`src/rtl/grad_serial_arb.sv`:
```
// grad_serial_arb: round-robin arbiter sharing one gradient DAC serializer
// between N_REQ word sources. Each source owns a one-word holding slot whose
// full flag is returned as that source's busy. A three-state FSM issues one
// start pulse per word and follows the serializer busy handshake. Dropped
// words and missing serializer acknowledges are latched as sticky flags.
//
// Ports:
//   S_AXI_ACLK     clock, rising edge
//   S_AXI_ARESETN  asynchronous active-low reset
//   req_data_i     packed words, requester i at [i*DATA_WIDTH +: DATA_WIDTH]
//   req_valid_i    per-requester one-cycle word strobe
//   req_busy_o     per-requester slot full
//   ser_data_o     word presented to the serializer, held until next grant
//   ser_src_o      requester index owning ser_data_o
//   ser_start_o    one-cycle start pulse to the serializer
//   ser_busy_i     serializer busy
//   overrun_o      sticky: word arrived while slot i was full
//   ack_err_o      sticky: serializer did not acknowledge within ACK_TO cycles
//   clr_err_i      one-cycle clear of the sticky flags
//   idle_o         FSM idle and all slots empty (combinational)
module grad_serial_arb #(
    parameter int unsigned N_REQ      = 4,
    parameter int unsigned DATA_WIDTH = 32,
    parameter int unsigned ACK_TO     = 4,
    localparam int unsigned SRC_W     = $clog2(N_REQ)
) (
    input  logic                        S_AXI_ACLK,
    input  logic                        S_AXI_ARESETN,
    input  logic [N_REQ*DATA_WIDTH-1:0] req_data_i,
    input  logic [N_REQ-1:0]            req_valid_i,
    output logic [N_REQ-1:0]            req_busy_o,
    output logic [DATA_WIDTH-1:0]       ser_data_o,
    output logic [SRC_W-1:0]            ser_src_o,
    output logic                        ser_start_o,
    input  logic                        ser_busy_i,
    output logic [N_REQ-1:0]            overrun_o,
    output logic                        ack_err_o,
    input  logic                        clr_err_i,
    output logic                        idle_o
);

    localparam int unsigned CNT_W = 4;

    typedef enum logic [1:0] {
        ST_IDLE = 2'd0,
        ST_ACK  = 2'd1,
        ST_BUSY = 2'd2
    } state_t;

    state_t                  r_state;
    state_t                  w_state_nxt;
    logic [CNT_W-1:0]        r_cnt;
    logic [CNT_W-1:0]        w_cnt_nxt;
    logic                    w_start_nxt;
    logic                    w_grant_en;
    logic                    w_ack_err_set;

    logic [DATA_WIDTH-1:0]   r_slot [N_REQ];
    logic [N_REQ-1:0]        r_full;
    logic [SRC_W-1:0]        r_ptr;
    logic [SRC_W-1:0]        w_grant;
    logic                    w_any;
    logic [N_REQ-1:0]        w_gnt_vec;
    logic [N_REQ-1:0]        w_ovr_set;
    logic [SRC_W-1:0]        w_ptr_nxt;

    logic [DATA_WIDTH-1:0]   r_ser_data;
    logic [SRC_W-1:0]        r_ser_src;
    logic                    r_ser_start;
    logic [N_REQ-1:0]        r_overrun;
    logic                    r_ack_err;

    // Round-robin search: first full slot at ptr, ptr+1, ... modulo N_REQ
    always_comb begin
        logic [SRC_W-1:0] idx;
        w_grant = '0;
        w_any   = 1'b0;
        idx     = '0;
        for (int k = 0; k < int'(N_REQ); k++) begin
            idx = SRC_W'((int'(r_ptr) + k) % int'(N_REQ));
            if (!w_any && r_full[idx]) begin
                w_grant = idx;
                w_any   = 1'b1;
            end
        end
    end

    assign w_gnt_vec = w_grant_en ? (N_REQ'(1) << w_grant) : '0;
    assign w_ovr_set = req_valid_i & r_full & ~w_gnt_vec;
    assign w_ptr_nxt = (int'(w_grant) + 1 == int'(N_REQ)) ? '0 : w_grant + SRC_W'(1);

    // FSM state, ack counter and serializer-side registers
    always_ff @(posedge S_AXI_ACLK or negedge S_AXI_ARESETN) begin
        if (!S_AXI_ARESETN) begin
            r_state     <= ST_IDLE;
            r_cnt       <= '0;
            r_ser_start <= 1'b0;
            r_ser_data  <= '0;
            r_ser_src   <= '0;
            r_ptr       <= '0;
        end else begin
            r_state     <= w_state_nxt;
            r_cnt       <= w_cnt_nxt;
            r_ser_start <= w_start_nxt;
            if (w_grant_en) begin
                r_ser_data <= r_slot[w_grant];
                r_ser_src  <= w_grant;
                r_ptr      <= w_ptr_nxt;
            end
        end
    end

    // Next-state: grant only when the serializer is free; a missing ack drops the word
    always_comb begin
        w_state_nxt   = r_state;
        w_cnt_nxt     = r_cnt;
        w_start_nxt   = 1'b0;
        w_grant_en    = 1'b0;
        w_ack_err_set = 1'b0;
        case (r_state)
            ST_IDLE: begin
                if (w_any && !ser_busy_i) begin
                    w_grant_en  = 1'b1;
                    w_start_nxt = 1'b1;
                    w_cnt_nxt   = '0;
                    w_state_nxt = ST_ACK;
                end
            end
            ST_ACK: begin
                if (ser_busy_i) begin
                    w_state_nxt = ST_BUSY;
                end else begin
                    w_cnt_nxt = r_cnt + CNT_W'(1);
                    if (w_cnt_nxt == CNT_W'(ACK_TO)) begin
                        w_ack_err_set = 1'b1;
                        w_state_nxt   = ST_IDLE;
                    end
                end
            end
            ST_BUSY: begin
                if (!ser_busy_i) begin
                    w_state_nxt = ST_IDLE;
                end
            end
            default: begin
                w_state_nxt = ST_IDLE;
            end
        endcase
    end

    // Holding slots: a slot being granted this cycle can accept a new word
    always_ff @(posedge S_AXI_ACLK or negedge S_AXI_ARESETN) begin
        if (!S_AXI_ARESETN) begin
            r_full <= '0;
            for (int i = 0; i < int'(N_REQ); i++) begin
                r_slot[i] <= '0;
            end
        end else begin
            for (int i = 0; i < int'(N_REQ); i++) begin
                if (req_valid_i[i] && (!r_full[i] || w_gnt_vec[i])) begin
                    r_slot[i] <= req_data_i[i*DATA_WIDTH +: DATA_WIDTH];
                    r_full[i] <= 1'b1;
                end else if (w_gnt_vec[i]) begin
                    r_full[i] <= 1'b0;
                end
            end
        end
    end

    // Sticky flags: a set event in the clear cycle keeps the flag high
    always_ff @(posedge S_AXI_ACLK or negedge S_AXI_ARESETN) begin
        if (!S_AXI_ARESETN) begin
            r_overrun <= '0;
            r_ack_err <= 1'b0;
        end else begin
            r_overrun <= (clr_err_i ? '0 : r_overrun) | w_ovr_set;
            r_ack_err <= (clr_err_i ? 1'b0 : r_ack_err) | w_ack_err_set;
        end
    end

    assign req_busy_o  = r_full;
    assign ser_data_o  = r_ser_data;
    assign ser_src_o   = r_ser_src;
    assign ser_start_o = r_ser_start;
    assign overrun_o   = r_overrun;
    assign ack_err_o   = r_ack_err;
    assign idle_o      = (r_state == ST_IDLE) && !(|r_full);

endmodule
```
`config.mk`:
```
export PLATFORM = sky130hd
export DESIGN_NAME = grad_serial_arb
export DESIGN_NICKNAME = d
export VERILOG_FILES = /design/src/rtl/grad_serial_arb.sv
export SDC_FILE = /design/constraint.sdc
export NUM_CORES = 1
export LEC_CHECK = 0
export ABC_AREA = 1
export CAP_MARGIN = 20
export CORE_ASPECT_RATIO = 1.4
export CORE_MARGIN = 2
export CORE_UTILIZATION = 45
export CTS_BUF_LIST = sky130_fd_sc_hd__clkbuf_4 sky130_fd_sc_hd__clkbuf_8 sky130_fd_sc_hd__clkbuf_16
export DETAILED_ROUTE_END_ITERATION = 12
export HOLD_SLACK_MARGIN = 0.12
export PLACE_DENSITY = 0.75
export SYNTH_ARGS = -nofsm -noshare
export SYNTH_HDL_FRONTEND = slang
export SYNTH_SLANG_ARGS = --single-unit
```
`constraint.sdc`:
```
create_clock -name S_AXI_ACLK -period 2.6 [get_ports S_AXI_ACLK]
set_input_delay 0.52 -clock S_AXI_ACLK [delete_from_list [all_inputs] [get_ports S_AXI_ACLK]]
set_output_delay 0.52 -clock S_AXI_ACLK [all_outputs]
set_load 0.01 [all_outputs]
```
==> results of run 1 <==
worst reg2reg max path: stages (launching register included):
cell	delay, ps
dfrtp_2	490
inv_2	160
nand2_1	70
nand2_1	100
nand2_1	60
nand2_1	90
nand2_1	80
nand2_1	80
nand2_2	80
nand3_2	90
inv_1	50
ha_1	190
nand2_1	60
nand2_1	90
nand2_2	130
buf_8	260
nor2_1	90
a21oi_1	150
what timing repair did:
item / CTS / global route
cloned: 0 / 0
hold endpoints to repair: 44 / 0
pin swaps: 1 / 0
buffers inserted: 1 / 0
hold buffers: 1 / 0
resized for setup: 0 / 5
endpoints found under the setup margin: 1 / 132
metrics by stage:
step / worst slack [ps] / TNS, ps / util / hold WS [ps] / power, mW
finish: 180 / 0 / 0.600 / 472 / 14.9
global route: -3.02 / -3.02 / 0.600 / 492 / 16.0
CTS: 58.5 / 0 / 0.599 / 472 / 14.8
detailed placement: 65.2 / 0 / 0.567 / 459 / 12.1
global placement: 154 / 0 / 0.567 / 453 / 12.0
floorplan: 78.0 / 0 / - / 224 / 9.67
layout by cell type, fill, tap and decap left out:
master	synthesis	routed
nand2_1	437	435
dfrtp_1	180	179
clkdlybuf4s50_1	0	179
nand3_1	173	170
inv_1	150	150
nand4_1	66	66
nor2_1	41	41
a21oi_1	34	34
buf_4	11	27
clkbuf_16	0	17
o21ai_0	8	8
nand2_2	4	6
clkbuf_8	0	6
o22ai_1	5	5
nand3_2	1	4
buf_12	0	4
inv_2	3	3
clkbuf_4	0	3
ha_1	2	2
bufinv_16	0	2
clkinv_4	0	2
buf_6	6	2
a21boi_1	1	1
clkinv_1	1	1
o21ai_4	1	1
xor2_1	1	1
nand2_4	1	1
nor3_1	1	1
inv_6	0	1
clkinv_2	0	1
dlygate4sd3_1	0	1
buf_8	0	1
dfrtp_2	0	1
layout make-up:
type / count / area share
flip-flops and latches: 180 / 0.389
clock inverters: 6 / 0.00789
multi-input cells: 776 / 0.297
clock buffers: 25 / 0.0446
repair buffers: 215 / 0.184
well taps: 248 / 0.0268
inverters: 154 / 0.0499
cell families after synthesis:
| logic type | count (synthesis) | share of synthesized area |
|---|---|---|
| and+or+nand+nor | 724 | 0.350 |
| buffers and inverters | 232 | 0.111 |
| DFF | 180 | 0.505 |
| AOI/OAI and AO/OA | 49 | 0.0298 |
| adders and majority gates | 2 | 0.00281 |
| xor gates and xnor gates | 1 | 0.000983 |
flip-flops by register name, summed over array words and instances (netlist names):
| name | cells |
|---|---|
| r_slot | 128 |
| ser_data_o | 32 |
| overrun_o | 4 |
| r_cnt | 4 |
| req_busy_o | 4 |
| r_ptr | 2 |
| r_state | 2 |
| ser_src_o | 2 |
| ack_err_o | 1 |
| ser_start_o | 1 |
worst max-delay path by stage:
stage / from / end
after floorplan: req_busy_o[2] / r_slot[68]
after global placement: r_ptr[0] / r_slot[78]
after detailed placement: r_ptr[0] / r_slot[79]
after CTS: r_ptr[0] / r_slot[79]
after global routing: r_ptr[0] / r_slot[80]
final: req_busy_o[3] / idle_o
routing by layer:
metal | up-vias | track usage
met5 | - | 0
met4 | 0 | 0.118
met3 | 60 | 0.0497
met2 | 347 | 0.426
met1 | 4036 | 0.334
li1 | 4046 | -
power by group through the flow:
stage	Combinational, mW	Clock [mW]	Sequential, mW
after floorplan	4.94	0	4.73
final	7.45	2.65	4.79
after global routing	8.33	2.80	4.91
after detailed placement	7.33	0	4.81
after CTS	7.39	2.67	4.77
after global placement	7.20	0	4.78
==> results_dict.tcl, run 1 <==
set metrics [dict create \
    n_antenna_cell 0 \
    synthesis.nets 1326 \
    synth_ff_type "dfrtp_1" \
    reg2reg_from "r_ptr[0]" \
    cp-end-kind "output pin" \
    syn_inst 1188 \
    grt_start_max_net_pins 65 \
    yosys_warnings 0 \
    p_per_area_nw_per_um2 1290 \
    fmax_ghz 0.413 \
    dp_hpwl_mm 19.0 \
    worstSetupPathType "reg2out" \
    cts_tree "yes" \
    wl_met2_mm 13.2 \
    critPathBufInv 2 \
    fin_area_um2 11600 \
    combPwrFrac 0.500 \
    yosysMostFrequentCell "nand2_1" \
    async_flop_share 1.00 \
    r2r-end "r_slot[79]" \
    required_ps 2080 \
    die_area_um2 21000 \
    p_int_mw 8.40 \
    crit_path_max_incr_delay_ps 560 \
    whs_endpoint "r_state[1]" \
    area_growth_pct 29.9 \
    seqPwrFrac 0.322 \
    worstMarginPinSlew_ps 641 \
    min_period_ps 2420 \
    hp-start "r_state[0]" \
    die_x_um 123 \
    coreArea_um2 19300 \
    r2r_slack_ps 220 \
    p_sw_frac 0.435 \
    synth.distinct_cells 24 \
    htreeDepth 4 \
    avgViaCountPerCell 5.29 \
    synth_top_area_share 0.505 \
    crit_chain "inv_1, nand4_1, nor2_1, clkdlybuf4s50_1" \
    ys_seq_elements 180 \
    timing.final.hold_violations 0 \
    ant_nets 0 \
    post-route-period-util 0.931 \
    crit_cells 4 \
    drive_gt1_frac 0.0605 \
    finClkSkew_ps 13.3 \
    post-place-cells 1571 \
    status "completed" \
    stdcell_count 1604 \
    power.leakage_nw 6.11 \
    m1WireLength_mm 10.8 \
    nNetsFinal 1482 \
    ir_drop_mv 1.04 \
    cts.sinks 180 \
    clockPowerShare 0.178 \
    met3WireLength_mm 1.65 \
    antenna_found_initial 0 \
    grt_pass1_vias 8125 \
    hp-class "reg2reg" \
    synth-seq-area-share 0.505 \
    multi_input_area_um2 3440 \
    synth_area_leader_cell "dfrtp_1" \
    clkTransAtPathRegs_ps 60 \
    place_area_um2 10900 \
    drt_iter0_markers 773 \
    regArea_um2 4510 \
    drc_errors 0 \
    start_util 0.462 \
    crit_family "buffers and inverters" \
    ys_top_cells_by_area "dfrtp_1 51%, nand2_1 18%, nand3_1 9.7%" \
    clock_latency_ps 430 \
    finalWeightedCongestion 0.850 \
    fill_cells 1733 \
    drv_slew 0 \
    max_slew_margin 0.571 \
    arrival_ps 1900 \
    place.port_buffers 180 \
    setup_viol 0 \
    io_pins 181 \
    synth_area_um2 8910 \
    setup.worst_path.start_class "flop" \
    vias 8489 \
    rows 60 \
    cts_root_buffer "clkbuf_16" \
    first_pass_iters 6 \
    syn_avg_cell_area_um2 7.50 \
    crit_slowest_cell "clkdlybuf4s50_1" \
    cp_max_fo 4 \
    drv_cap 0 \
    clockBufferDepth 2 \
    top_layer "met4" \
    holdPathStages 1 \
    p_sw_mw 6.48 \
    die_h_um 171 \
    grt_pass1_wl_mm 41.7 \
    wl_per_cell_um 16.6 \
    ff2ff_path_depth 17 \
    overflow 0 \
    wl_mm 26.6 \
    grtUsageTotal 0.261 \
    cts_buffers 17 \
    synth_edf_count 0 \
    synthTopCellsByCount "437 x nand2_1, 180 x dfrtp_1, 173 x nand3_1" \
]
Power figures use the tool's default switching activity.
==> inputs of run 2 (changes only) <==
GPL_ROUTABILITY_DRIVEN = 0   (was default)
MAX_ROUTING_LAYER = met4   (was default)
==> results_dict.tcl, run 2 (synthesis gave the netlist of run 1 again) <==
set metrics [dict create \
    crit_top_cell "nand2_1" \
    worstMarginPinSlew_ps 602 \
    max_slew_margin 0.597 \
    finClkSkew_ps 13.4 \
    power_mw 15.0 \
    arrival_ps 2800 \
    grt_pass1_vias 8227 \
    fmax_ghz 0.409 \
    crit_path_max_incr_delay_ps 500 \
    power.leakage_nw 6.14 \
    nNetsFinal 1487 \
    critPathBufInv 3 \
    cp_max_fo 16 \
    utilization 0.604 \
    status "completed" \
    drive_gt1_frac 0.0647 \
    die_area_um2 21000 \
    mostFrequentLayoutCells "435 x nand2_1, 179 x dfrtp_1, 179 x clkdlybuf4s50_1" \
    fin_area_um2 11700 \
    grt_util_met1 0.332 \
    setup.worst_path.start_class "flop" \
    die_x_um 123 \
    timing.final.hold_violations 0 \
    worstSetupPathType "reg2reg" \
    largest_register "r_slot" \
    drc_errors 0 \
    overflow 0 \
    post-route-period-util 0.939 \
    io_pins 181 \
    vias 8627 \
    coreArea_um2 19300 \
    cts.sinks 180 \
    cts_tree "yes" \
    busiest_layer "met2" \
    start_util 0.462 \
    drv_cap 0 \
    dp_hpwl_mm 18.7 \
    setup_viol 0 \
    required_ps 2960 \
    met3_usage 0.0423 \
    avgViaCountPerCell 5.36 \
    grt_pass1_wl_mm 41.6 \
    p_per_area_nw_per_um2 1290 \
    setup_tns_ps 0 \
    cts_buffers 17 \
    grtUsageTotal 0.267 \
    min_period_ps 2440 \
    largest_register_ff_count 128 \
    clkTransAtPathRegs_ps 70 \
    ant_nets 0 \
    n_antenna_cell 0 \
    rows 60 \
    place_area_um2 11000 \
    ir_drop_mv 0.783 \
    cp-end-kind "flop" \
    wl_per_cell_um 17.0 \
    setup_slack_ps 158 \
    crit_chain "o21ai_0, nand2_1, nand2_1, inv_1, nand2_1, nand2_2, nand3_2, inv_1, ha_1, nand2_1, nand2_1, nand2_4, clkbuf_16, nor2_1, a21oi_1" \
    clock_latency_ps 440 \
    area_growth_pct 30.7 \
    wl_mm 27.4 \
    crit_family "simple AND/OR/NAND/NOR gates" \
    drt_iter0_markers 943 \
    cts_root_buffer "clkbuf_16" \
    htreeDepth 4 \
    drv_slew 0 \
    grt_util_met2 0.427 \
    grt_setup_unrepaired "false" \
    first_pass_iters 8 \
    mostFrequentLayoutCell "nand2_1" \
    grt_start_max_net_pins 65 \
    die_h_um 171 \
    antenna_found_initial 0 \
    clockBufferDepth 2 \
    place_ws_ps 144 \
    crit_slowest_cell "dfrtp_2" \
    hp-class "reg2reg" \
    place.port_buffers 180 \
]
## run 2: worst paths after layout
| check | from | endpoint | slack [ps] | depth (start not counted) |
|---|---|---|---|---|
| max | r_ptr[0] | r_slot[89] | 160 | 15 |
| min | r_slot[58] | r_slot[58] | 470 | 2 |
| max reg2reg | r_ptr[0] | r_slot[89] | 160 | 15 |
| min reg2reg | r_slot[58] | r_slot[58] | 470 | 2 |
| max in group asynchronous | S_AXI_ARESETN | r_slot[99] | 1230 | 3 |
| min in group asynchronous | S_AXI_ARESETN | r_slot[47] | 640 | 2 |
## run 2: area by class of cell
cell class | count | area, µm²
Inverter | 154 | 581
Clock buffer | 19 | 440
Fill cell | 1675 | 7640
Timing Repair Buffer | 220 | 2210
Sequential cell | 180 | 4510
Clock inverter | 12 | 154
Multi-Input combinational cell | 776 | 3450
Tap cell | 248 | 310
## run 2: power breakdown
group / switching [mW] / total (mW) / internal [mW]
Combinational: 4.76 / 7.60 / 2.84
Sequential: 0.720 / 4.79 / 4.07
Clock: 1.11 / 2.64 / 1.53
## run 2: routing by layer
metal | wire length [µm] | share of wire | vias up
li1 | - | - | 4058
met1 | 11000 | 0.40 | 4072
met2 | 13400 | 0.49 | 422
met3 | 1920 | 0.070 | 75
met4 | 1100 | 0.040 | 0
met5 | 0 | 0 | -
## run 2: repair_timing
action                                 in CTS  in global routing
hold buffers                                1                  0
gates resized for setup                     0                  5
setup buffers                               1                  0
gates cloned                                0                  3
setup endpoints to repair                   1                128
endpoints found under the hold margin      58                  0
pin swaps                                   1                  0
## run 2: tightest hold or removal path: stages, from the launching register on
cell	delay [ps]
dfrtp_1	340
nand2_1	50
nand2_1	50
## run 2: metrics by stage
step / cells / hold WS [ps]
6_report: 1609 / 471
4_1_cts: 1606 / 475
3_3_place_gp: 1573 / 455
5_1_grt: 1609 / 489
3_5_place_dp: 1573 / 458
2_1_floorplan: 1188 / 224
